===== src/rtl/stream_serializer.sv =====
// Wide-to-narrow stream serializer: holds one wide word and emits it as N_BEATS narrow beats
// with a last-beat marker. Back-to-back words stream with no idle cycle between them.
module stream_serializer #(
    parameter int unsigned T_w       = 8,
    parameter int unsigned N_BEATS   = 4,
    parameter bit          LSB_FIRST = 1'b1
) (
    input  logic                   clk_i,
    input  logic                   rst_ni,
    input  logic                   clr_i,
    input  logic                   valid_i,
    output logic                   ready_o,
    input  logic [T_w*N_BEATS-1:0] data_i,
    output logic                   valid_o,
    input  logic                   ready_i,
    output logic [T_w-1:0]         data_o,
    output logic                   last_o
);
    localparam int unsigned    CntW    = (N_BEATS > 1) ? $clog2(N_BEATS) : 1;
    localparam logic [CntW-1:0] LastCnt = CntW'(N_BEATS - 1);

    typedef enum logic {StIdle, StSend} state_e;

    state_e                 state_q, state_d;
    logic [CntW-1:0]        cnt_q, cnt_d;
    logic [CntW-1:0]        sel;
    logic [T_w*N_BEATS-1:0] word_q, word_d;
    logic                   accept;

    // ready_i -> ready_o is combinational on the last beat so the next word loads without a bubble.
    always_comb begin
        valid_o = (state_q == StSend);
        last_o  = valid_o && (cnt_q == LastCnt);
        ready_o = !clr_i && ((state_q == StIdle) || (last_o && ready_i));
        accept  = valid_i && ready_o;
    end

    always_comb begin
        sel    = LSB_FIRST ? cnt_q : (LastCnt - cnt_q);
        data_o = '0;
        for (int unsigned i = 0; i < N_BEATS; i++) begin
            if (sel == CntW'(i)) begin
                data_o = word_q[i*T_w +: T_w];
            end
        end
    end

    always_comb begin
        state_d = state_q;
        cnt_d   = cnt_q;
        word_d  = word_q;
        if (clr_i) begin
            state_d = StIdle;
            cnt_d   = '0;
        end else if (state_q == StIdle) begin
            if (accept) begin
                word_d  = data_i;
                cnt_d   = '0;
                state_d = StSend;
            end
        end else if (ready_i) begin
            if (last_o) begin
                cnt_d = '0;
                if (accept) begin
                    word_d = data_i;
                end else begin
                    state_d = StIdle;
                end
            end else begin
                cnt_d = cnt_q + 1'b1;
            end
        end
    end

    always_ff @(posedge clk_i or negedge rst_ni) begin
        if (!rst_ni) begin
            state_q <= StIdle;
            cnt_q   <= '0;
            word_q  <= '0;
        end else begin
            state_q <= state_d;
            cnt_q   <= cnt_d;
            word_q  <= word_d;
        end
    end

endmodule


===== config.mk =====
export PLATFORM = sky130hd
export DESIGN_NAME = stream_serializer
export DESIGN_NICKNAME = d
export VERILOG_FILES = /design/src/rtl/stream_serializer.sv
export SDC_FILE = /design/constraint.sdc
export NUM_CORES = 1
export LEC_CHECK = 0
export ABC_AREA = 0
export CAP_MARGIN = 20
export CELL_PAD_IN_SITES_DETAIL_PLACEMENT = 1
export CELL_PAD_IN_SITES_GLOBAL_PLACEMENT = 1
export CORE_UTILIZATION = 38
export CTS_CLUSTER_DIAMETER = 40
export CTS_CLUSTER_SIZE = 16
export DETAILED_ROUTE_END_ITERATION = 10
export GPL_TIMING_DRIVEN = 0
export HOLD_SLACK_MARGIN = 0.06
export PLACE_DENSITY = 0.88
export SLEW_MARGIN = 20
export SYNTH_ARGS = -nofsm -noshare
export SYNTH_HDL_FRONTEND = slang
export SYNTH_SLANG_ARGS = --single-unit

===== constraint.sdc =====
create_clock -name clk_i -period 5.1 [get_ports clk_i]
set_clock_uncertainty 0.05 [all_clocks]
set_input_delay 1.02 -clock clk_i [delete_from_list [all_inputs] [get_ports clk_i]]
set_output_delay 1.02 -clock clk_i [all_outputs]
set_load 0.01 [all_outputs]

==> metrics.txt <==
r2r worst-path depth 5; antenna cells 0; Pint 0.557 mW; Final Hold Fails 0; H-tree levels 2; critical path startpoint category flip-flop; synthesis-stage register bit count 35; largest family of logic cells by synthesized area multiplexers; Mapped Area 1640 µm²; WP data required 4.03 ns; post-route insts no fill 233; drc violations 0; DR iter-0 viols 40; final worst path period share 0.700; Netlist cell types 20; CTS resizes 0; worst hold start word_q[2]; worst skew pair latency 0.28 ns; # Max-Cap Violations 0; critical path capture point type output pin; core footprint 4060 µm²; Synth area leader dfrtp_1; Worst Tran Pin Value 0.508 ns; die height 67.6 µm; cts bufs inserted 5; Logic pwr share 0.225; layout cells sized above 1 0.246; setup TNS 0 ns; Yosys Warn Count 0; clock transition at the registers of the reported paths 0.07 ns; run status complete, no violations; Final Slew Violations 0; drt via density 5.35; leakage 0.921 nW; fin crit period 3.57 ns; first-pass iteration count of the detailed router 3; I/O Buffers 47; mux contribution to synthesized area 0.226; Net Sw Power 0.190 mW; placed wire-length estimate 3200 µm; gpl congestion 0.873; Synth Area in XOR/XNOR 0; Post-CTS Setup Bufs 0; Seq pwr share 0.479; initial antenna violation count 0; clk buf depth 2; WS Path Type flip-flop to output pin; simple-gate share of the synthesized area 0.0926; Rel. slew slack 0.660; CTS tree done; CTS Hold Bufs 0; Synth Area in Compound Gates 0.0803; Starting Density 0.403; RSZ-0062 raised after global routing no; Synth Area in Adders 0.0306; Nets 223; synth top area cells dfrtp_1 54%, mux2_2 21%, nand3b_1 3.7%; Final setup viols 0; HP Class flip-flop to flip-flop; Top Ports 48; dpl cells 225; PD cells 326 nW/µm²; Area Growth Syn to Fin 39.9%; first-pass GRT wire length 6420 µm; Sw Share 0.254; Die ar. 4570 µm²; post-synthesis area per instance 12.9 µm²; DR vias 1246; largest net degree at the start of global routing 36; post-synth top area share 0.536; Hold Path Cell Cnt 1; FP Rows 23; CP arrival 2.50 ns; Clk network pwr share 0.295; sequential area share after synthesis 0.536; GR Util All Layers 0.195; WL/cell 17.8 µm; worst r2r src cnt_q[0]; clk root buf clkbuf_8; Syn Nets 168; CP max FO 7; Congestion Overflow GR 0; Final ANT Viol Nets 0; Max IR drop VDD 182 µV; Hold EP word_q[2]; Fmax 280 MHz; Chip Width 67.6 µm; R2R setup slack 3.07 ns; Post-Syn Instances 127; Total Wirelength 4140 µm; RR Endpoint word_q[13]; vias in the first global route 1310; # clock sinks 35
==> power by group through the flow <==
stage	sequential [mW]	combinational (mW)	clock, mW
after floorplan	0.351	0.0866	0
after global placement	0.357	0.159	0
after detailed placement	0.363	0.170	0
after CTS	0.358	0.171	0.227
after global routing	0.363	0.181	0.236
final	0.358	0.168	0.220
==> worst max-delay path by stage <==
stage / end / from / cells past startpoint / slack [ns]
detailed placement: ready_o / ready_i / 4 / 1.71
CTS: data_o[0] / cnt_q[0] / 6 / 1.51
global route: data_o[0] / cnt_q[0] / 6 / 1.44
finish: data_o[0] / cnt_q[0] / 6 / 1.53
global placement: ready_o / ready_i / 4 / 1.73
floorplan: ready_o / ready_i / 2 / 2.72
==> cell type report <==
cell class / instances / area [µm²]
buffer: 6 / 45.0
clock inverter: 1 / 7.51
tap: 50 / 62.6
fill: 426 / 1770
timing repair buffer: 48 / 485
multi-input combinational: 83 / 703
clock buffer: 7 / 96.3
sequential: 35 / 876
inverter: 3 / 11.3
==> synth_stat cells <==
master	number
nand2_1	8
and2_1	1
nand3b_1	8
nand2b_1	1
dfrtp_1	35
mux2_1	2
buf_1	1
nor2_1	8
buf_6	3
o22ai_1	7
clkbuf_1	2
mux2i_1	1
inv_1	3
a21boi_2	1
a32oi_1	2
ha_1	4
o2bb2ai_1	1
mux2_2	30
a31oi_1	8
nor3b_4	1
==> state kept, by name, summed over array words and instances, names as in the netlist <==
signal / count
word_q: 32
cnt_q: 2
valid_o: 1
==> per-stage QoR <==
stage	util	cell area, µm²	setup slack, ns	power, mW	hold WS [ns]
after floorplan	-	1640	2.72	0.438	0.408
after global placement	0.534	2170	1.73	0.516	0.419
after detailed placement	0.538	2180	1.71	0.533	0.433
after CTS	0.564	2290	1.51	0.756	0.450
after global routing	0.564	2290	1.44	0.781	0.470
final	0.564	2290	1.53	0.746	0.452
==> cell families after synthesis <==
family / count (synthesis)
flip-flops: 35
multiplexers: 33
AND/OR/NAND/NOR: 27
AO/OA/AOI/OAI: 19
buffers and inverters: 9
adder cells (fa/ha/maj): 4
==> cells in the final DEF (no fill, tap or decap) <==
cell and count:
clkdlybuf4s50_1 46, dfrtp_1 35, mux2_2 30, nor2_1 8, nand3b_1 8, nand2_1 8, a31oi_1 8, o22ai_1 7
clkbuf_8 7, ha_1 4, inv_1 3, buf_6 3, clkbuf_1 2, a32oi_1 2, mux2_1 2, buf_1 1
o2bb2ai_1 1, nand2b_1 1, and2_1 1, a21boi_2 1, mux2i_1 1, nor3b_4 1, clkinvlp_4 1, buf_2 1
buf_12 1
==> per-layer routing <==
metal | GRT usage | part of all wire
met1 | 0.229 | 0.41
met2 | 0.348 | 0.54
met5 | 0 | 0
met3 | 0.0321 | 0.028
met4 | 0.0824 | 0.019
==> worst max-delay path, cell delays in order (launching register included) <==
cell and delay (ns):
dfrtp_1 0.43, ha_1 0.35, nand2b_1 0.15, clkbuf_1 0.29, o22ai_1 0.18, a31oi_1 0.24, clkdlybuf4s50_1 0.58
(Power assumes the default switching activity.)
